==> src/rtl/tc_octet_scheduler.sv <==
// tc_octet_scheduler: dispatches tiles to octets, round-robin arbitrates the shared fetch port, counts finished tiles.
// Optional fetch watchdog enabled by SCHED_FETCH_TIMEOUT_EN.
module tc_octet_scheduler #(
   parameter int NUM_OCTETS = 4,
   parameter int ID_WIDTH = 2,
   parameter int FETCH_BEATS = 4,
   parameter int TIMEOUT_CYCLES = 256
) (
   input  logic                  clk,
   input  logic                  rst,
   input  logic                  tile_valid,
   output logic                  tile_ready,
   input  logic [NUM_OCTETS-1:0] octet_idle,
   input  logic [NUM_OCTETS-1:0] octet_fetch,
   input  logic [NUM_OCTETS-1:0] octet_write_back,
   output logic [NUM_OCTETS-1:0] octet_start,
   output logic [NUM_OCTETS-1:0] octet_fetch_done,
   output logic                  mem_req,
   output logic [ID_WIDTH-1:0]   mem_gnt_id,
   input  logic                  mem_ack,
   output logic [15:0]           tiles_done,
   output logic                  busy,
   output logic                  fetch_err
);
   localparam int CW = FETCH_BEATS > 1 ? $clog2(FETCH_BEATS) : 1;
   localparam logic [NUM_OCTETS-1:0] ONE = 1;
   typedef enum logic [1:0] {
      ARB_IDLE,
`ifdef SCHED_FETCH_TIMEOUT_EN
      ARB_HALT,
`endif
      ARB_XFER
   } arb_t;
   arb_t state;
   logic [NUM_OCTETS-1:0] alloc, served, wb_q, free, fall, disp, elig, done_mask;
   logic [ID_WIDTH-1:0] rr, pick;
   logic [CW-1:0] cnt;
   logic [15:0] inc;
   logic accept;
   assign free = ~alloc & octet_idle;
   assign tile_ready = rst & |free;
   assign accept = tile_valid & tile_ready;
   assign fall = wb_q & ~octet_write_back;
   assign elig = octet_fetch & ~served;
   assign done_mask = ONE << mem_gnt_id;
   assign mem_req = state == ARB_XFER;
   assign busy = |alloc | (state != ARB_IDLE);
   // reverse loops let the lowest index / nearest-after-rr candidate win
   always_comb begin
      disp = '0;
      pick = '0;
      inc = '0;
      for (int i = NUM_OCTETS - 1; i >= 0; i--)
         if (free[i]) disp = ONE << i;
      for (int k = NUM_OCTETS; k >= 1; k--)
         if (elig[(int'(rr) + k) % NUM_OCTETS]) pick = ID_WIDTH'((int'(rr) + k) % NUM_OCTETS);
      for (int i = 0; i < NUM_OCTETS; i++)
         inc = inc + 16'(fall[i]);
   end
   always_ff @(posedge clk) begin
      if (!rst) begin
         alloc <= '0;
         wb_q <= '0;
         octet_start <= '0;
         tiles_done <= '0;
      end else begin
         wb_q <= octet_write_back;
         tiles_done <= tiles_done + inc;
         octet_start <= accept ? disp : '0;
         alloc <= (alloc & ~fall) | (accept ? disp : '0);
      end
   end
`ifdef SCHED_FETCH_TIMEOUT_EN
   localparam int SW = TIMEOUT_CYCLES > 1 ? $clog2(TIMEOUT_CYCLES) : 1;
   logic [SW-1:0] stall;
`else
   assign fetch_err = 1'b0 & (TIMEOUT_CYCLES > 0);
`endif
   always_ff @(posedge clk) begin
      if (!rst) begin
         state <= ARB_IDLE;
         rr <= ID_WIDTH'(NUM_OCTETS - 1);
         mem_gnt_id <= '0;
         cnt <= '0;
         served <= '0;
         octet_fetch_done <= '0;
`ifdef SCHED_FETCH_TIMEOUT_EN
         stall <= '0;
         fetch_err <= 1'b0;
`endif
      end else begin
         octet_fetch_done <= '0;
         served <= served & octet_fetch;
         case (state)
            ARB_IDLE: if (|elig) begin
               mem_gnt_id <= pick;
               rr <= pick;
               state <= ARB_XFER;
`ifdef SCHED_FETCH_TIMEOUT_EN
               stall <= '0;
`endif
            end
            ARB_XFER: if (mem_ack) begin
`ifdef SCHED_FETCH_TIMEOUT_EN
               stall <= '0;
`endif
               if (cnt == CW'(FETCH_BEATS - 1)) begin
                  cnt <= '0;
                  octet_fetch_done <= done_mask;
                  served <= (served | done_mask) & octet_fetch;
                  state <= ARB_IDLE;
               end else cnt <= cnt + CW'(1);
            end
`ifdef SCHED_FETCH_TIMEOUT_EN
            else if (stall == SW'(TIMEOUT_CYCLES - 1)) begin
               fetch_err <= 1'b1;
               state <= ARB_HALT;
            end else stall <= stall + SW'(1);
`endif
            default: ;
         endcase
      end
   end
endmodule

==> config.mk <==
export PLATFORM = sky130hd
export DESIGN_NAME = tc_octet_scheduler
export DESIGN_NICKNAME = d
export VERILOG_FILES = /design/src/rtl/tc_octet_scheduler.sv
export SDC_FILE = /design/constraint.sdc
export NUM_CORES = 1
export LEC_CHECK = 0
export BUFFER_PORTS_ARGS = -buffer_cell sky130_fd_sc_hd__buf_2
export CELL_PAD_IN_SITES_DETAIL_PLACEMENT = 0
export CELL_PAD_IN_SITES_GLOBAL_PLACEMENT = 2
export CORE_ASPECT_RATIO = 0.8
export CORE_UTILIZATION = 33
export CTS_CLUSTER_DIAMETER = 200
export DETAILED_ROUTE_END_ITERATION = 8
export GPL_TIMING_DRIVEN = 0
export PLACE_DENSITY = 0.82
export RECOVER_POWER = 100
export SETUP_SLACK_MARGIN = 0.1
export SYNTH_ARGS = -nofsm -noshare
export SYNTH_HDL_FRONTEND = slang
export SYNTH_SLANG_ARGS = --single-unit
==> constraint.sdc <==
create_clock -name clk -period 4.2 [get_ports clk]
set_input_delay 0.21 -clock clk [delete_from_list [all_inputs] [get_ports clk]]
set_output_delay 0.21 -clock clk [all_outputs]
set_load 0.01 [all_outputs]
==> flow_summary.ini, run 1 <==
[status]
status = complete, but fails checks
violations = DRC

[critical_path]
cp_cell_sequence = inv_1, fa_1, inv_1, fa_1, a21oi_1, clkbuf_1, nor4b_1, xnor2_1, nor2_1
timing.critical_path.slowest_cell_delay_ps = 530
critical_path.n_buffers_inverters = 3
reg2reg_from = tiles_done[0]$_SDFF_PN0_
timing.critical_path.max_delay_family = adder cells
timing.critical_path.to_type = flip-flop
startpoint_type = flip-flop
crit_slowest_cell = fa_1
ff2ff_setup_slack_ps = 1640
cp.arrival_ps = 2730
critPathLaunch = tiles_done[0]$_SDFF_PN0_
worst-setup-path-type = reg2reg
required_ps = 4380
path_max_fanout = 10

[pwr]
power_report.internal_total_uw = 606
vdd_drop_max_mv = 0.137
switching_share_pct = 25.3
power_frac_clock_pct = 35.9
comb_power_share_pct = 10.1
power.share.sequential_pct = 54.0
power.leakage_nw = 0.813
power.density_cell_area_nw_per_um2 = 376
total_switching_power_uw = 205

[die]
std_cell_core_area_um2 = 5120
placement_rows = 23
die_x_um = 84.4
die_height_um = 68.0
initial_utilization_pct = 35.0
die_area_um2 = 5740
pin_count = 46

[drt]
antenna_violating_nets_post_route = 0
starting_drt_drc_count = 69
vias_per_cell = 4.74
wl_mm = 3.90
first_pass_iters = 8
routedWlPerCell_um = 12.5
count_of_vias_placed_by_the_detailed_router = 1474
post-route-drc-count = 4

[sta]
final.period_utilization_pct = 60.9
timing.fmax_ghz = 0.391
timing_hold_violations_final = 0
final.setup_skew_ps = 7.84
post-route-min-period_ps = 2560
drv_slew = 0
worst_pin_slew_ps = 573
grt_setup_unrepaired = false
postLayoutSetupSlackWorst_ps = 1640
finalSetupViolCount = 0
worst_slew_slack_as_a_fraction_of_its_limit_pct = 60.8
setup_total_negative_slack_ps = 0

[synth]
synth_enable_flop_cells = 0
netlist_top_cells_area = dfxtp_1 (48%), nor2_1 (4.4%), xnor2_1 (4.4%), nand2b_1 (3.8%), a21oi_1 (3.1%)
post-synth-top-count-cell = dfxtp_1
yosysSeqAreaShare_pct = 48.0
netlist.area_leader.share_pct = 48.0
yosysTopAreaCell = dfxtp_1
synth_register_bits = 43
synthCells = 197
net_count_synth = 217
avgSynthCellArea_um2 = 9.11
yosys-top-cells-count = dfxtp_1 (43), nor2_1 (21), nand2_1 (12)
synth_cell_types = 40
synth_area_um2 = 1790
yosys_most_used_dff = dfxtp_1
ys_async_sr_fraction_pct = 0
synth_warnings = 0

[cts]
tritoncts = built
cts_hold_repair.buffers = 0
cts.sink_count = 43
cts-resized-gates = 0
clkSlewWorstSetupHoldPaths_ps = 80
cts_setup_buffers = 0
clock_latency_ps = 300
cts_max_path_bufs = 2
cts_max_level = 2
master_cell_of_the_clock_root_buffer = clkbuf_8
cts_bufs_inserted = 5

[placed_design]
hpwl_mm = 2.87
post-place-ws_ps = 1560
io_buffers = 44
finalWeightedCongestion = 0.772

[grt]
grt_max_degree = 14
initial_antenna_violation_count = 0
grt_pass1_vias = 1371
grt_first_pass_wirelength_mm = 6.40
gr-total-overflow = 0
grt.total_usage_pct = 14.6

[hold_path]
min-delay-path-class = in2reg
hp-start = octet_write_back[0]

[cells_and_area]
area_growth_pct = 20.2
antennaDiodeCount = 0
net_total_in_the_final_layout = 268
num-fill-cells = 546
multi_input_area_um2 = 861
final-seq-area_um2 = 861
drive_above_1_share_pct = 11.2

[run]
maximum_capacitance_violations = 0
==> stage by stage <==
stage / util (%) / cells / hold slack, ps / total power [mW] / area (um2)
floorplan: - / 197 / 329 / 0.498 / 1790
global placement: 40.8 / 303 / 425 / 0.533 / 2090
detailed placement: 40.8 / 303 / 428 / 0.533 / 2090
CTS: 42.9 / 311 / 119 / 0.828 / 2200
global route: 42.1 / 311 / 120 / 0.853 / 2160
finish: 42.1 / 311 / 123 / 0.811 / 2160
==> layer usage <==
layer	part of all wire (%)	global-route usage [%]	up-vias	wire length [um]
li1	-	-	785	-
met1	54	19.5	657	2100
met2	41	22.1	28	1600
met3	4.1	4.10	4	158
met4	1.0	6.99	0	40
met5	0	0	-	0
==> kinds of logic after synthesis <==
family | share of synthesized area, %
AND/OR/NAND/NOR | 27.4
flip-flops | 48.0
AO/OA/AOI/OAI | 11.4
buffers and inverters | 4.04
XOR/XNOR | 5.37
adder cells (fa/ha/maj) | 3.63
other | 0.209
==> power groups by stage <==
| stage | logic [mW] | registers (mW) | clock network (mW) |
|---|---|---|---|
| after CTS | 0.0860 | 0.437 | 0.305 |
| after floorplan | 0.0510 | 0.447 | 0 |
| after global routing | 0.0951 | 0.440 | 0.318 |
| after detailed placement | 0.0856 | 0.447 | 0 |
| after global placement | 0.0855 | 0.447 | 0 |
| final | 0.0819 | 0.438 | 0.291 |
==> placed cells by master, fill, tap and decap left out, drive strengths merged, types with 2 or more instances in the layout <==
master / netlist / routed
a211oi: 3 / 3
a21oi: 11 / 11
a31oi: 3 / 3
a41oi: 2 / 2
and2: 5 / 5
buf: 2 / 16
clkbuf: 4 / 41
dfxtp: 43 / 43
fa: 2 / 2
ha: 2 / 2
inv: 10 / 10
nand2: 13 / 13
nand2b: 11 / 11
nand3: 3 / 3
nand4: 2 / 2
nor2: 21 / 21
nor2b: 8 / 8
nor3: 9 / 9
nor3b: 3 / 3
nor4: 4 / 4
nor4b: 4 / 4
o21a: 2 / 2
o21ai: 5 / 5
o31ai: 2 / 2
or3: 4 / 4
xnor2: 9 / 9
xor2: 2 / 2
==> worst register-to-register path: cells and delay by family, from the launching register on <==
kind                       cells  cell delay (ps)
adders and majority gates      2              990
buffers and inverters          3              500
DFF                            1              360
AOI/OAI and AO/OA              1              240
and+or+nand+nor                2              200
xor gates and xnor gates       1              150
==> area by class of cell <==
cell class              instances  area share, %
flip-flops and latches         43           39.9
multi-input cells             138           39.9
repair buffers                 44           8.47
clock buffers                   7           4.47
well taps                      62           3.60
inverters                      10           1.74
plain buffers                   6           1.57
clock inverters                 1          0.348
==> flip-flops by register name, summed over array words and instances (netlist names) <==
name / cells
rr: 2
served: 4
octet_fetch_done: 4
octet_start: 4
mem_gnt_id: 2
alloc: 4
wb_q: 4
cnt: 2
state: 1
tiles_done: 16
==> path summary, 6_finish.rpt <==
kind | end | cells after the start
setup / recovery | tiles_done[12]$_SDFF_PN0_ | 9
hold / removal | wb_q[0]$_SDFF_PN0_ | 2
setup reg to reg | tiles_done[12]$_SDFF_PN0_ | 9
hold reg to reg | cnt[1]$_SDFFE_PN0P_ | 2
No activity file was read; power rests on OpenSTA's default activity.
==> inputs of run 2 (changes only) <==
--- a/config.mk
+++ b/config.mk
@@ -5,15 +5,16 @@
 export SDC_FILE = /design/constraint.sdc
 export NUM_CORES = 1
 export LEC_CHECK = 0
+export ABC_AREA = 1
 export BUFFER_PORTS_ARGS = -buffer_cell sky130_fd_sc_hd__buf_2
 export CELL_PAD_IN_SITES_DETAIL_PLACEMENT = 0
 export CELL_PAD_IN_SITES_GLOBAL_PLACEMENT = 2
 export CORE_ASPECT_RATIO = 0.8
-export CORE_UTILIZATION = 33
+export CORE_UTILIZATION = 26
 export CTS_CLUSTER_DIAMETER = 200
 export DETAILED_ROUTE_END_ITERATION = 8
 export GPL_TIMING_DRIVEN = 0
-export PLACE_DENSITY = 0.82
+export PLACE_DENSITY = 0.72
 export RECOVER_POWER = 100
 export SETUP_SLACK_MARGIN = 0.1
 export SYNTH_ARGS = -nofsm -noshare
==> constraint.sdc (replaced) <==
create_clock -name clk -period 2.2 [get_ports clk]
set_input_delay 0.11 -clock clk [delete_from_list [all_inputs] [get_ports clk]]
set_output_delay 0.11 -clock clk [all_outputs]
set_load 0.01 [all_outputs]
==> flow_summary.ini, run 2 <==
[synth]
synth_enable_flop_cells = 0
yosysTopAreaCell = dfxtp_1
yosys-top-cells-count = nand2_1 (53), inv_1 (44), dfxtp_1 (43)
netlist.area_leader.share_pct = 43.7
ys_async_sr_fraction_pct = 0
netlist_top_cells_area = dfxtp_1 (44%), nand2_1 (10%), inv_1 (8.4%), a21oi_1 (5.8%), nand3_1 (4.3%)
synth_warnings = 0
avgSynthCellArea_um2 = 7.48
synth_register_bits = 43
synthCells = 263
post-synth-top-count-cell = nand2_1
yosysSeqAreaShare_pct = 43.7
synth_area_um2 = 1970
yosys_most_used_dff = dfxtp_1
net_count_synth = 283
synth_cell_types = 35

[drt]
first_pass_iters = 4
antenna_violating_nets_post_route = 0
vias_per_cell = 4.28
starting_drt_drc_count = 39
routedWlPerCell_um = 11.2
wl_mm = 4.56
count_of_vias_placed_by_the_detailed_router = 1736
post-route-drc-count = 0

[die]
die_height_um = 79.8
die_x_um = 99.3
pin_count = 46
initial_utilization_pct = 27.7
placement_rows = 27
die_area_um2 = 7920
std_cell_core_area_um2 = 7090

[pwr]
total_switching_power_uw = 473
totalPowerFinal_mw = 1.63
comb_power_share_pct = 20.8
power_frac_clock_pct = 27.5
vdd_drop_max_mv = 0.219
power.density_cell_area_nw_per_um2 = 667
switching_share_pct = 29.0
power_report.internal_total_mw = 1.16
power.leakage_nw = 1.17
power.share.sequential_pct = 51.7

[critical_path]
cp.arrival_ps = 2290
worst-setup-path-type = reg2reg
timing.critical_path.to_type = flip-flop
critPathLaunch = tiles_done[0]$_SDFF_PN0_
reg2reg_from = tiles_done[0]$_SDFF_PN0_
path_max_fanout = 4
required_ps = 2350
startpoint_type = flip-flop

[grt]
grt_pass1_vias = 1625
grt_first_pass_wirelength_mm = 7.65
initial_antenna_violation_count = 0
grt.total_usage_pct = 12.3
grt_max_degree = 12
gr-total-overflow = 0

[cells_and_area]
final-seq-area_um2 = 865
area_growth_pct = 24.3
drive_above_1_share_pct = 20.4
stdcell_count = 406
layout.cells.most_common = nand2_1
net_total_in_the_final_layout = 340
num-fill-cells = 805
multi_input_area_um2 = 936
largest_register_ff_count = 16
regMostFlops = tiles_done
mostFrequentLayoutCells = nand2_1 (51), inv_1 (42), dfxtp_1 (40), clkbuf_1 (25), buf_2 (24)
antennaDiodeCount = 0

[placed_design]
placedCellCount = 393
io_buffers = 43
hpwl_mm = 3.48
finalWeightedCongestion = 0.734

[hold_path]
hp-start = octet_write_back[2]
min-delay-path-class = in2reg

[cts]
cts_max_path_bufs = 2
cts.sink_count = 43
cts_max_level = 2
cts_bufs_inserted = 5
cts_hold_repair.buffers = 0
master_cell_of_the_clock_root_buffer = clkbuf_8
clkSlewWorstSetupHoldPaths_ps = 70
clock_latency_ps = 280
tritoncts = built

[sta]
grt_setup_unrepaired = true
worst_pin_slew_ps = 538
finalSetupViolCount = 0
timing.fmax_ghz = 0.468
final.setup_skew_ps = 3.46
final.period_utilization_pct = 97.0
timing_hold_violations_final = 0
post-route-min-period_ps = 2130
worst_slew_slack_as_a_fraction_of_its_limit_pct = 64.1
drv_slew = 0

[status]
status = completed

[run]
maximum_capacitance_violations = 0
run 2: cell types whose count changed after synthesis, sizes merged, moves of 4 or more:
cell    change
nand3      +15
or3         -4
xnor2       -8
and2        -5
o21ai       +8
nor4b       -4
a21oi      +12
inv        +37
nand2b     -11
nand2      +43
nor2b       -8
run 2: worst max-delay path, cell delays in order, from the launching register on:
cell and delay (ps):
dfxtp_2 330, inv_2 40, fa_1 460, inv_1 80
fa_2 230, nand2_4 70, a21boi_4 210, nand2_4 100
nor2_8 140, nand3_4 120, nor3_2 180, nor3_1 50
run 2: final timing paths:
path                                    end  slack, ps  cells past startpoint
setup reg to reg  tiles_done[13]$_SDFF_PN0_         70                     11
hold / removal           wb_q[2]$_SDFF_PN0_         20                      3
hold reg to reg         alloc[2]$_SDFF_PN0_        490                      2
setup / recovery  tiles_done[13]$_SDFF_PN0_         70                     11
run 2: routing by layer:
layer / track usage, % / routed length (um) / vias up
met2: 18.1 / 1850 / 36
met1: 17.6 / 2430 / 754
met4: 3.09 / 19 / 0
met3: 3.33 / 252 / 2
met5: 0 / 0 / -
li1: - / - / 944
run 2: repair_timing:
action / CTS / global route
setup buffers: 2 / 5
hold endpoints to repair: 0 / 0
resized for setup: 7 / 9
pin swaps: 3 / 4
endpoints found under the setup margin: 7 / 11
run 2: power by group through the flow:
stage	clock, mW	combinational [mW]	sequential, mW
floorplan	0	0.237	0.864
global placement	0	0.339	0.860
detailed placement	0	0.338	0.862
CTS	0.480	0.341	0.844
global route	0.501	0.403	0.849
finish	0.449	0.339	0.843
run 2: kinds of logic (layout without fill, tap and decap cells):
family / Yosys count / count (layout) / share of synthesized area (%)
and+or+nand+nor: 116 / 116 / 28.1
other: 1 / 1 / 0.191
buffers and inverters: 54 / 110 / 11.1
adders and majority gates: 4 / 4 / 3.31
xor gates and xnor gates: 3 / 3 / 1.34
AOI/OAI and AO/OA: 42 / 42 / 12.3
DFF: 43 / 43 / 43.7
run 2: area by class of cell:
| class | count | area share, % |
|---|---|---|
| multi-input combinational | 166 | 38.3 |
| inverter | 47 | 7.31 |
| sequential | 43 | 35.3 |
| buffer | 7 | 1.69 |
| timing repair buffer | 50 | 9.97 |
| tap | 87 | 4.45 |
| clock buffer | 6 | 2.97 |
run 2: per-stage QoR:
stage	utilization [%]	worst slack, ps	hold WS, ps	TNS, ps	instance area, um2
3_3_place_gp	32.4	-48.3	305	-48.3	2300
5_1_grt	34.5	-66.3	38.1	-177	2450
2_1_floorplan	-	116	203	0	1970
6_report	34.5	65.3	19.9	0	2450
3_5_place_dp	32.4	-37.9	312	-41.6	2300
4_1_cts	33.9	69.6	9.30	0	2410
